## src/rtl/mem_port_arbiter.sv

```systemverilog
`default_nettype none
// ============================================================================
// Module   : mem_port_arbiter
// Purpose  : Serializes IF fetches and LSU loads/stores onto one memory port
//            with VALID/READY handshakes and a bounded LSU-priority streak.
// Revision : 1.0
// ============================================================================
module mem_port_arbiter #(
  parameter int ADDR_W         = 32,
  parameter int DATA_W         = 32,
  parameter int LSU_STREAK_MAX = 4
) (
  input  logic                  i_clk,
  input  logic                  i_rst_n,
  input  logic                  i_if_VALID,
  input  logic [ADDR_W-1:0]     i_if_addr,
  output logic                  o_if_READY,
  output logic [DATA_W-1:0]     o_if_rdata,
  input  logic                  i_lsu_VALID,
  input  logic                  i_lsu_we,
  input  logic [ADDR_W-1:0]     i_lsu_addr,
  input  logic [DATA_W-1:0]     i_lsu_wdata,
  input  logic [DATA_W/8-1:0]   i_lsu_wstrb,
  output logic                  o_lsu_READY,
  output logic [DATA_W-1:0]     o_lsu_rdata,
  output logic                  o_mem_req,
  output logic                  o_mem_we,
  output logic [ADDR_W-1:0]     o_mem_addr,
  output logic [DATA_W-1:0]     o_mem_wdata,
  output logic [DATA_W/8-1:0]   o_mem_wstrb,
  input  logic                  i_mem_gnt,
  input  logic                  i_mem_rvalid,
  input  logic [DATA_W-1:0]     i_mem_rdata
);

  localparam int         c_STRB_W     = DATA_W / 8;
  localparam logic [3:0] c_STREAK_MAX = 4'(LSU_STREAK_MAX);

  typedef enum logic [1:0] {
    IDLE = 2'd0,
    REQ  = 2'd1,
    WAIT = 2'd2,
    RESP = 2'd3
  } state_t;

  state_t                r_state;
  logic                  r_owner_lsu;
  logic                  r_mem_req;
  logic                  r_we;
  logic [ADDR_W-1:0]     r_addr;
  logic [DATA_W-1:0]     r_wdata;
  logic [c_STRB_W-1:0]   r_wstrb;
  logic [3:0]            r_streak;
  logic                  r_if_ready;
  logic                  r_lsu_ready;
  logic [DATA_W-1:0]     r_if_rdata;
  logic [DATA_W-1:0]     r_lsu_rdata;

  logic                  w_any_valid;
  logic                  w_grant_lsu;

  assign w_any_valid = i_if_VALID | i_lsu_VALID;
  // LSU has priority until it has starved a waiting IF for the full streak
  assign w_grant_lsu = i_lsu_VALID & (~i_if_VALID | (r_streak != c_STREAK_MAX));

  always_ff @(posedge i_clk or negedge i_rst_n) begin
    if (!i_rst_n) begin
      r_state     <= IDLE;
      r_owner_lsu <= 1'b0;
      r_mem_req   <= 1'b0;
      r_we        <= 1'b0;
      r_addr      <= '0;
      r_wdata     <= '0;
      r_wstrb     <= '0;
      r_streak    <= '0;
      r_if_ready  <= 1'b0;
      r_lsu_ready <= 1'b0;
      r_if_rdata  <= '0;
      r_lsu_rdata <= '0;
    end else begin
      case (r_state)
        IDLE: begin
          if (w_any_valid) begin
            r_state     <= REQ;
            r_mem_req   <= 1'b1;
            r_owner_lsu <= w_grant_lsu;
            if (w_grant_lsu) begin
              r_addr  <= i_lsu_addr;
              r_we    <= i_lsu_we;
              r_wdata <= i_lsu_wdata;
              r_wstrb <= i_lsu_we ? i_lsu_wstrb : '0;
              if (i_if_VALID)
                r_streak <= (r_streak >= c_STREAK_MAX) ? c_STREAK_MAX : r_streak + 4'd1;
              else
                r_streak <= '0;
            end else begin
              r_addr   <= i_if_addr;
              r_we     <= 1'b0;
              r_wdata  <= '0;
              r_wstrb  <= '0;
              r_streak <= '0;
            end
          end
        end
        REQ: begin
          if (i_mem_gnt) begin
            r_mem_req <= 1'b0;
            r_state   <= WAIT;
          end
        end
        WAIT: begin
          if (i_mem_rvalid) begin
            r_state <= RESP;
            if (r_owner_lsu) begin
              r_lsu_rdata <= i_mem_rdata;
              r_lsu_ready <= 1'b1;
            end else begin
              r_if_rdata <= i_mem_rdata;
              r_if_ready <= 1'b1;
            end
          end
        end
        RESP: begin
          r_if_ready  <= 1'b0;
          r_lsu_ready <= 1'b0;
          r_state     <= IDLE;
        end
        default: r_state <= IDLE;
      endcase
    end
  end

  assign o_if_READY  = r_if_ready;
  assign o_if_rdata  = r_if_rdata;
  assign o_lsu_READY = r_lsu_ready;
  assign o_lsu_rdata = r_lsu_rdata;
  assign o_mem_req   = r_mem_req;
  assign o_mem_we    = r_we;
  assign o_mem_addr  = r_addr;
  assign o_mem_wdata = r_wdata;
  assign o_mem_wstrb = r_wstrb;

endmodule
`default_nettype wire

```

## config.mk

```make
export PLATFORM = sky130hd
export DESIGN_NAME = mem_port_arbiter
export DESIGN_NICKNAME = d
export VERILOG_FILES = /design/src/rtl/mem_port_arbiter.sv
export SDC_FILE = /design/constraint.sdc
export NUM_CORES = 1
export LEC_CHECK = 0
export CAP_MARGIN = 20
export CORE_MARGIN = 2
export CORE_UTILIZATION = 35
export CTS_CLUSTER_DIAMETER = 200
export DETAILED_ROUTE_END_ITERATION = 7
export DONT_BUFFER_PORTS = 1
export PLACE_DENSITY = 0.54
export RECOVER_POWER = 25
export SYNTH_ARGS = -nofsm -noshare
export SYNTH_HDL_FRONTEND = slang
export SYNTH_SLANG_ARGS = --single-unit
```

## constraint.sdc

```tcl
create_clock -name i_clk -period 2.3 [get_ports i_clk]
set_clock_uncertainty 0.2 [all_clocks]
set_input_delay 0.46 -clock i_clk [delete_from_list [all_inputs] [get_ports i_clk]]
set_output_delay 0.46 -clock i_clk [all_outputs]
set_load 0.01 [all_outputs]
```

Yosys cells after proc, flatten, opt, wreduce, memory -nomap -nowiden. Index checks and enable logic that the tools add are counted.

Add/sub/neg operators: 1. $mul: 0. Divide/modulo/power cells: 0. $lt $le $gt $ge: 1. Equal/unequal tests: 9. Shifts and indexed selects: 0. Muxes and demuxes: 21. Bitwise operators: 5. Reduce and logical (&&, ||, !) cells: 10.

Operators with widths (count): $mux 32 (2); $mux 4 (5); $reduce_and 3->1 (6); $ne 2x2->1 const B (5); $pmux 2 s4 (1); $mux 1 (7); $mux 2 (3); $pmux 1 s2 (3); $add 4x1->4 const B (1); $eq 2x2->1 const B (2); $ge 4x3->1 const B (1); $ne 4x3->1 const B (1); $reduce_bool 2->1 (2); $eq 2x1->1 const B (1); $logic_not 2->1 (1); $not 1->1 (2); $or 1x1->1 (2); $reduce_and 2->1 (1); $and 1x1->1 (1).

Register bits: 143. Bits in latches: 0. Bits in writable memories: 0. Bits in read-only memories: 0. Input port bits: 139. Word-level logic and storage cells: 59. Memories kept: 0.

Longest topological paths before layout. Gate-level depths: netlist of the first run.

Depth after elaboration: 4. Mapped depth: 7.

Least setup slack after synthesis of the first run. Ideal clock, no wire load.

Path kind: reg-to-reg. Start point: register r_state[0]. End point: register r_if_rdata[10] (netlist: o_if_rdata[10]). Setup time: 0.125 ns. Arrival time: 1.500 ns. Data required time: 1.975 ns. Path slack: 0.475 ns. Stages on the path, launching flop included: 7. Path through: dfrtp_1 -> inv_1 -> ha_1 -> clkbuf_2 -> nand3b_1 -> buf_2 -> mux2_2.

Cells in the longest elaborated chain, start to end: 2.

Ends and longest elaborated chain: from (decl) (line 46) `state_t r_state;`; from (signal assigned) (line 68) `r_state <= IDLE;`; from (signal assigned) (line 84) `r_state <= REQ;`; from (signal assigned) (line 108) `r_state <= WAIT;`; $eq 2x2->1 (line 81) `case (r_state)`; $reduce_and 3->1 (no line); to (signal assigned) (line 118) `r_if_rdata <= i_mem_rdata;`; to (decl) (line 56) `logic [DATA_W-1:0] r_if_rdata;`.

No other way between the ends. A chain may end at the register's enable or synchronous reset.

Final worst setup path of the first run.
Start point: register r_streak[0]. End point: register r_addr[1] (netlist: o_mem_addr[1]).

Cells in the longest elaborated chain, start to end: 4.

Ends and longest elaborated chain: from (decl) (line 53) `logic [3:0] r_streak;`; from (signal assigned) (line 93) `r_streak <= (r_streak >= c_STREAK_MAX) ? c_STREAK_MAX : r_streak + 4'd1;`; $ne 4x3->1 (line 64) `assign w_grant_lsu = i_lsu_VALID & (~i_if_VALID | (r_streak != c_STREAK_MAX));`; $or 1x1->1 (line 64); $and 1x1->1 (line 64); $mux 32 (line 87) `if (w_grant_lsu) begin`; to (signal assigned) (line 88) `r_addr <= i_lsu_addr;`; to (signal assigned) (line 97) `r_addr <= i_if_addr;`; to (decl) (line 50) `logic [ADDR_W-1:0] r_addr;`.

No other way between the ends.

==> metrics.yaml, run 1 <==
place:
  place_area_um2: 6190
  post-dp-hpwl_um: 10000
  port_buffers: 0
  place.gp.congestion: 0.766
  dp.cells: 645
final_layout:
  finalInstanceArea_um2: 7660
  drive_gt1_frac: 0.255
  nets: 680
  area_growth_pct: 28.0
  nFillCells: 1461
  stdcell_count: 766
  antenna_cells: 0
  area.sequential_um2: 3580
  multi_input_area_um2: 2200
floorplan:
  die_x_um: 135
  dieArea_um2: 18200
  rows: 47
  initial_utilization: 0.360
  io_pins: 275
  die_h_um: 135
  coreArea_um2: 16600
synth:
  async_reset_ff_frac: 1.00
  ys.warnings.count: 0
  synth_cells: 452
  synth_seq_area_share: 0.598
  synthTopCellsByArea: "dfrtp_1 60%, mux2_2 12%, o211ai_2 6.3%"
  syn_area_per_cell_um2: 13.2
  synthesis.area_um2: 5990
  synth_top_area_frac: 0.598
  synthFlopType: "dfrtp_1"
  synth_top_area_cell: "dfrtp_1"
  synth.most_common_cell: "dfrtp_1"
  ys_types: 32
  synth_edf_count: 0
  synth-seq-cells: 143
  yosys-top-cells-count: "143 x dfrtp_1, 66 x mux2_2, 65 x nand2_1"
  syn-num-nets: 598
critical_path:
  required_ns: 2.35
  crit_path_start_kind: "register"
  startpoint: "r_streak[0]$_DFFE_PN0P_"
  r2r-start: "r_streak[0]$_DFFE_PN0P_"
  worstRegToRegCells: 5
  rrSetupSlack_ns: 0.19
  cp-end-kind: "register"
  worstReg2RegEnd: "o_mem_addr[1]$_DFFE_PN0P_"
  endpoint: "o_mem_addr[1]$_DFFE_PN0P_"
  cp.arrival_ns: 2.16
  cp_max_fo: 32
  crit_type: "register to register"
routing:
  topRoutingLayerUsed: "met4"
  drtAntennaViolNets: 0
  drt-wirelength-per-cell_um: 20.1
  vias: 4069
  route.met3.wl_um: 1490
  routedLengthMet1_um: 6010
  routed-wl-met2_um: 7660
  drt_iter0_markers: 103
  wirelength_um: 15400
  drcViolationCount: 0
  first_pass_iters: 4
  vias_per_cell: 5.31
global_routing:
  overflow: 0
  antenna_found_initial: 0
  grt_usage: 0.169
  grt_pass1_vias: 4360
  grt_max_degree: 144
  grt_pass1_wl_um: 23700
sta:
  worst_pin_slew_ns: 0.942
  period_share: 0.916
  slew_headroom: 0.372
  finalMaxSlewViolations: 0
  whs_ns: -0.451
  rsz0062_at_grt: "false"
  setup_violations: 0
  maxClockFrequency_ghz: 0.475
  hold_viol_final: 143
  period_needed_ns: 2.11
  setup_tns_ns: 0
clock_network:
  cts_sinks: 143
  clkLatencyLatePin_ns: 0.41
  post_cts_resized: 0
  cts_setup_buffers: 0
  clock_path_buffers: 2
  cts_tree: "done"
  cts_hold_buffers: 89
  clk_pin_slew_ns: 0.06
  root_buffer: "clkbuf_16"
  cts_max_level: 4
  cts_made_buffers: 17
power:
  p_leak_nw: 3.37
  ir_drop_v: 0.000528
  power.density_nw_per_um2: 1380
run_status:
  status: "finished with violations"
  violations: "negative hold slack"
worst_hold_path:
  hold_path.class: "input pin to async pin"
job:
  maxCapViolCount: 0
## where the power goes
part / internal (mW) / switching [mW]
sequential: 3.72 / 1.48
combinational: 1.47 / 1.28
clock: 1.64 / 1.01
total: 6.83 / 3.76
## flip-flops by register name, summed over array words and instances (netlist names)
| signal | count |
|---|---|
| o_if_READY | 1 |
| o_if_rdata | 32 |
| o_lsu_READY | 1 |
| o_lsu_rdata | 32 |
| o_mem_addr | 32 |
| o_mem_req | 1 |
| o_mem_wdata | 32 |
| o_mem_we | 1 |
| o_mem_wstrb | 4 |
| r_owner_lsu | 1 |
| r_state | 2 |
| r_streak | 4 |
## worst max-delay path, stage by stage (launching register included)
cell      delay (ns)
dfrtp_1         0.35
inv_1           0.07
ha_1            0.22
nand4b_2        0.13
and2_2          0.79
o211ai_1        0.20
## how the worst min path moves through the flow
stage,cells past startpoint,end,from,slack (ns)
floorplan,0,o_if_READY$_DFFE_PN0P_,i_rst_n,-0.04
global placement,0,o_lsu_rdata[21]$_DFFE_PN0P_,i_rst_n,-0.03
detailed placement,0,o_if_rdata[21]$_DFFE_PN0P_,i_rst_n,-0.03
CTS,0,o_mem_addr[20]$_DFFE_PN0P_,i_rst_n,-0.48
global route,0,o_if_rdata[28]$_DFFE_PN0P_,i_rst_n,-0.49
finish,0,o_if_rdata[21]$_DFFE_PN0P_,i_rst_n,-0.45
## layout by cell type (no fill, tap or decap), types with 2 or more instances in the layout
| cell | n |
|---|---|
| dlygate4sd3_1 | 90 |
| a22o_1 | 35 |
| clkinv_2 | 4 |
| nand3_1 | 2 |
| clkinv_4 | 3 |
| ha_1 | 7 |
| nor2_1 | 2 |
| nand2_1 | 65 |
| clkbuf_8 | 2 |
| mux2_2 | 66 |
| clkbuf_1 | 2 |
| o211ai_1 | 3 |
| o211ai_2 | 30 |
| nand4_1 | 32 |
| buf_12 | 3 |
| o21ai_0 | 2 |
| a32o_1 | 5 |
| buf_4 | 7 |
| bufinv_16 | 2 |
| inv_1 | 7 |
| dfrtp_1 | 143 |
| clkbuf_16 | 17 |
## logic make-up after synthesis
| logic type | synth area share |
|---|---|
| muxes | 0.124 |
| AOI/OAI and AO/OA | 0.138 |
| DFF | 0.598 |
| buffers and inverters | 0.0374 |
| and+or+nand+nor | 0.0884 |
| adders and majority gates | 0.0146 |
## layout make-up
type	count	share of cell area
multi-input cells	265	0.287
clock inverters	10	0.0149
flip-flops and latches	143	0.467
well taps	220	0.0359
repair buffers	100	0.132
clock buffers	21	0.0601
inverters	7	0.00343
## metal layers
metal	up-vias	track usage
li1	1818	-
met1	2031	0.193
met3	15	0.0653
met5	-	0
met4	0	0.0637
met2	205	0.286
## stage by stage
stage                     total power [mW]  worst slack (ns)  utilization  hold WS [ns]
final                                 10.6             0.194        0.461        -0.451
after global routing                  11.2            0.0537        0.461        -0.488
after CTS                             10.7             0.167        0.460        -0.479
after detailed placement              7.85             0.165        0.372       -0.0320
after global placement                7.70             0.259        0.372       -0.0323
after floorplan                       7.05             0.475            -       -0.0356
Note: power is estimated with default switching activity, not from simulation.
==> run 2, diff against run 1 <==
CORE_UTILIZATION = 40   (was 35)
PLACE_DENSITY = 0.59   (was 0.54)
==> run 2 against run 1 <==
Against the previous run: the run still ends with negative hold slack left; clock power grew 13%; register-to-register slack barely moved; cell count is 6.9% lower; sequential share of layout area rose by 0.85 points; die area down 12%; setup slack got worse by 0.0020 ns.
==> metrics.yaml, run 2 (synthesis gave the netlist of run 1 again) <==
clock_network:
  clkLatencyLatePin_ns: 0.40
  root_buffer: "clkbuf_16"
  cts_tree: "done"
  cts_hold_buffers: 74
  cts_max_level: 4
  clk_pin_slew_ns: 0.06
  cts_sinks: 143
  cts_made_buffers: 17
  clock_path_buffers: 2
sta:
  finalMaxSlewViolations: 0
  slew_headroom: 0.367
  period_share: 0.917
  whs_ns: -0.452
  hold_viol_final: 143
  setup_violations: 0
  fin_ws_ns: 0.192
  period_needed_ns: 2.11
  maxClockFrequency_ghz: 0.474
  rsz0062_at_grt: "false"
  worst_pin_slew_ns: 0.949
  setup_tns_ns: 0
routing:
  wirelength_um: 15100
  drt_iter0_markers: 172
  vias_per_cell: 5.74
  drtAntennaViolNets: 0
  vias: 4096
  drcViolationCount: 0
  first_pass_iters: 4
  drt-wirelength-per-cell_um: 21.2
critical_path:
  worstReg2RegEnd: "r_state[1]$_DFFE_PN0P_"
  crit_path_start_kind: "register"
  cp-end-kind: "register"
  cpMaxStageDelayCell: "dfrtp_1"
  crit_chain: "inv_1 > ha_1 > buf_4 > a222oi_1 > mux2_2"
  cp_max_fo: 12
  max_stage_delay_ns: 0.40
  cp.arrival_ns: 2.19
  crit_type: "register to register"
  rrSetupSlack_ns: 0.19
  worstRegToRegCells: 5
  required_ns: 2.39
  r2r-start: "r_state[0]$_DFFE_PN0P_"
final_layout:
  nets: 663
  final_common_cell: "dfrtp_1"
  area_growth_pct: 25.7
  multi_input_area_um2: 2200
  antenna_cells: 0
  final_cell_mix: "143 x dfrtp_1, 74 x dlygate4sd3_1, 66 x mux2_2"
  drive_gt1_frac: 0.265
  nFillCells: 1237
  area.sequential_um2: 3580
  stdcell_count: 713
global_routing:
  grt_usage: 0.190
  grt_pass1_wl_um: 24200
  overflow: 0
  grt_max_degree: 144
  grt_pass1_vias: 4527
  antenna_found_initial: 0
floorplan:
  die_x_um: 126
  coreArea_um2: 14600
  die_h_um: 126
  dieArea_um2: 16000
  initial_utilization: 0.410
  io_pins: 275
  rows: 44
power:
  p_total_mw: 10.9
  ir_drop_v: 0.000661
  power.density_nw_per_um2: 1450
  p_leak_nw: 3.33
place:
  pre_cts_slack_ns: 0.176
  place.gp.congestion: 0.810
  port_buffers: 0
  dp.cells: 608
  post-dp-hpwl_um: 9900
job:
  maxCapViolCount: 0
run_status:
  status: "finished with violations"
  violations: "negative hold slack"
worst_hold_path:
  hold_path.class: "input pin to async pin"
[run 2: cell count changes in the layout (fill, tap and decap cells not counted), moves of 2 or more]
cell,previous run,this run
clkbuf_1,2,0
clkinv_2,4,2
dlygate4sd3_1,90,74
clkinv_4,3,1
bufinv_16,2,5
inv_6,0,3
[run 2: worst max-delay path: cells and delay by family, from the launching register on]
family,cells,cell delay (ns)
flip-flops,1,0.40
multiplexers,1,0.39
AO/OA/AOI/OAI,1,0.36
buffers and inverters,2,0.33
adder cells (fa/ha/maj),1,0.31
[run 2: how the worst max path moves through the flow]
stage | from | end
finish | r_state[0]$_DFFE_PN0P_ | r_state[1]$_DFFE_PN0P_
detailed placement | r_streak[0]$_DFFE_PN0P_ | o_mem_addr[1]$_DFFE_PN0P_
global placement | r_streak[0]$_DFFE_PN0P_ | o_mem_addr[1]$_DFFE_PN0P_
floorplan | r_state[0]$_DFFE_PN0P_ | o_if_rdata[10]$_DFFE_PN0P_
global route | r_streak[0]$_DFFE_PN0P_ | o_mem_addr[1]$_DFFE_PN0P_
CTS | r_streak[0]$_DFFE_PN0P_ | o_mem_addr[1]$_DFFE_PN0P_
[run 2: power breakdown]
part | internal [mW] | switching [mW] | total [mW]
clock | 1.96 | 1.05 | 3.00
sequential | 3.72 | 1.47 | 5.19
combinational | 1.44 | 1.26 | 2.70
total | 7.11 | 3.78 | 10.9
[run 2: metal layers]
| layer | GRT usage | up-vias | share of wire |
|---|---|---|---|
| li1 | - | 1786 | - |
| met1 | 0.221 | 2059 | 0.39 |
| met2 | 0.321 | 229 | 0.50 |
| met3 | 0.0814 | 22 | 0.10 |
| met4 | 0.0556 | 0 | 0.016 |
| met5 | 0 | - | 0 |
[run 2: timing repair]
item	4_1_cts	5_1_grt
endpoints found under the setup margin	0	0
gates resized for setup	0	0
endpoints found under the hold margin	250	143
setup buffers	0	0
[run 2: metrics by stage]
step	util	area, um^2
after floorplan	-	5990
after global placement	0.421	6140
after detailed placement	0.421	6140
after CTS	0.516	7530
after global routing	0.516	7530
final	0.516	7530
[run 2: cell type report]
type,count,share of cell area
Sequential cell,143,0.475
Multi-Input combinational cell,265,0.292
Timing Repair Buffer,83,0.112
Clock buffer,18,0.0583
Tap cell,184,0.0306
Clock inverter,13,0.0279
Inverter,7,0.00349
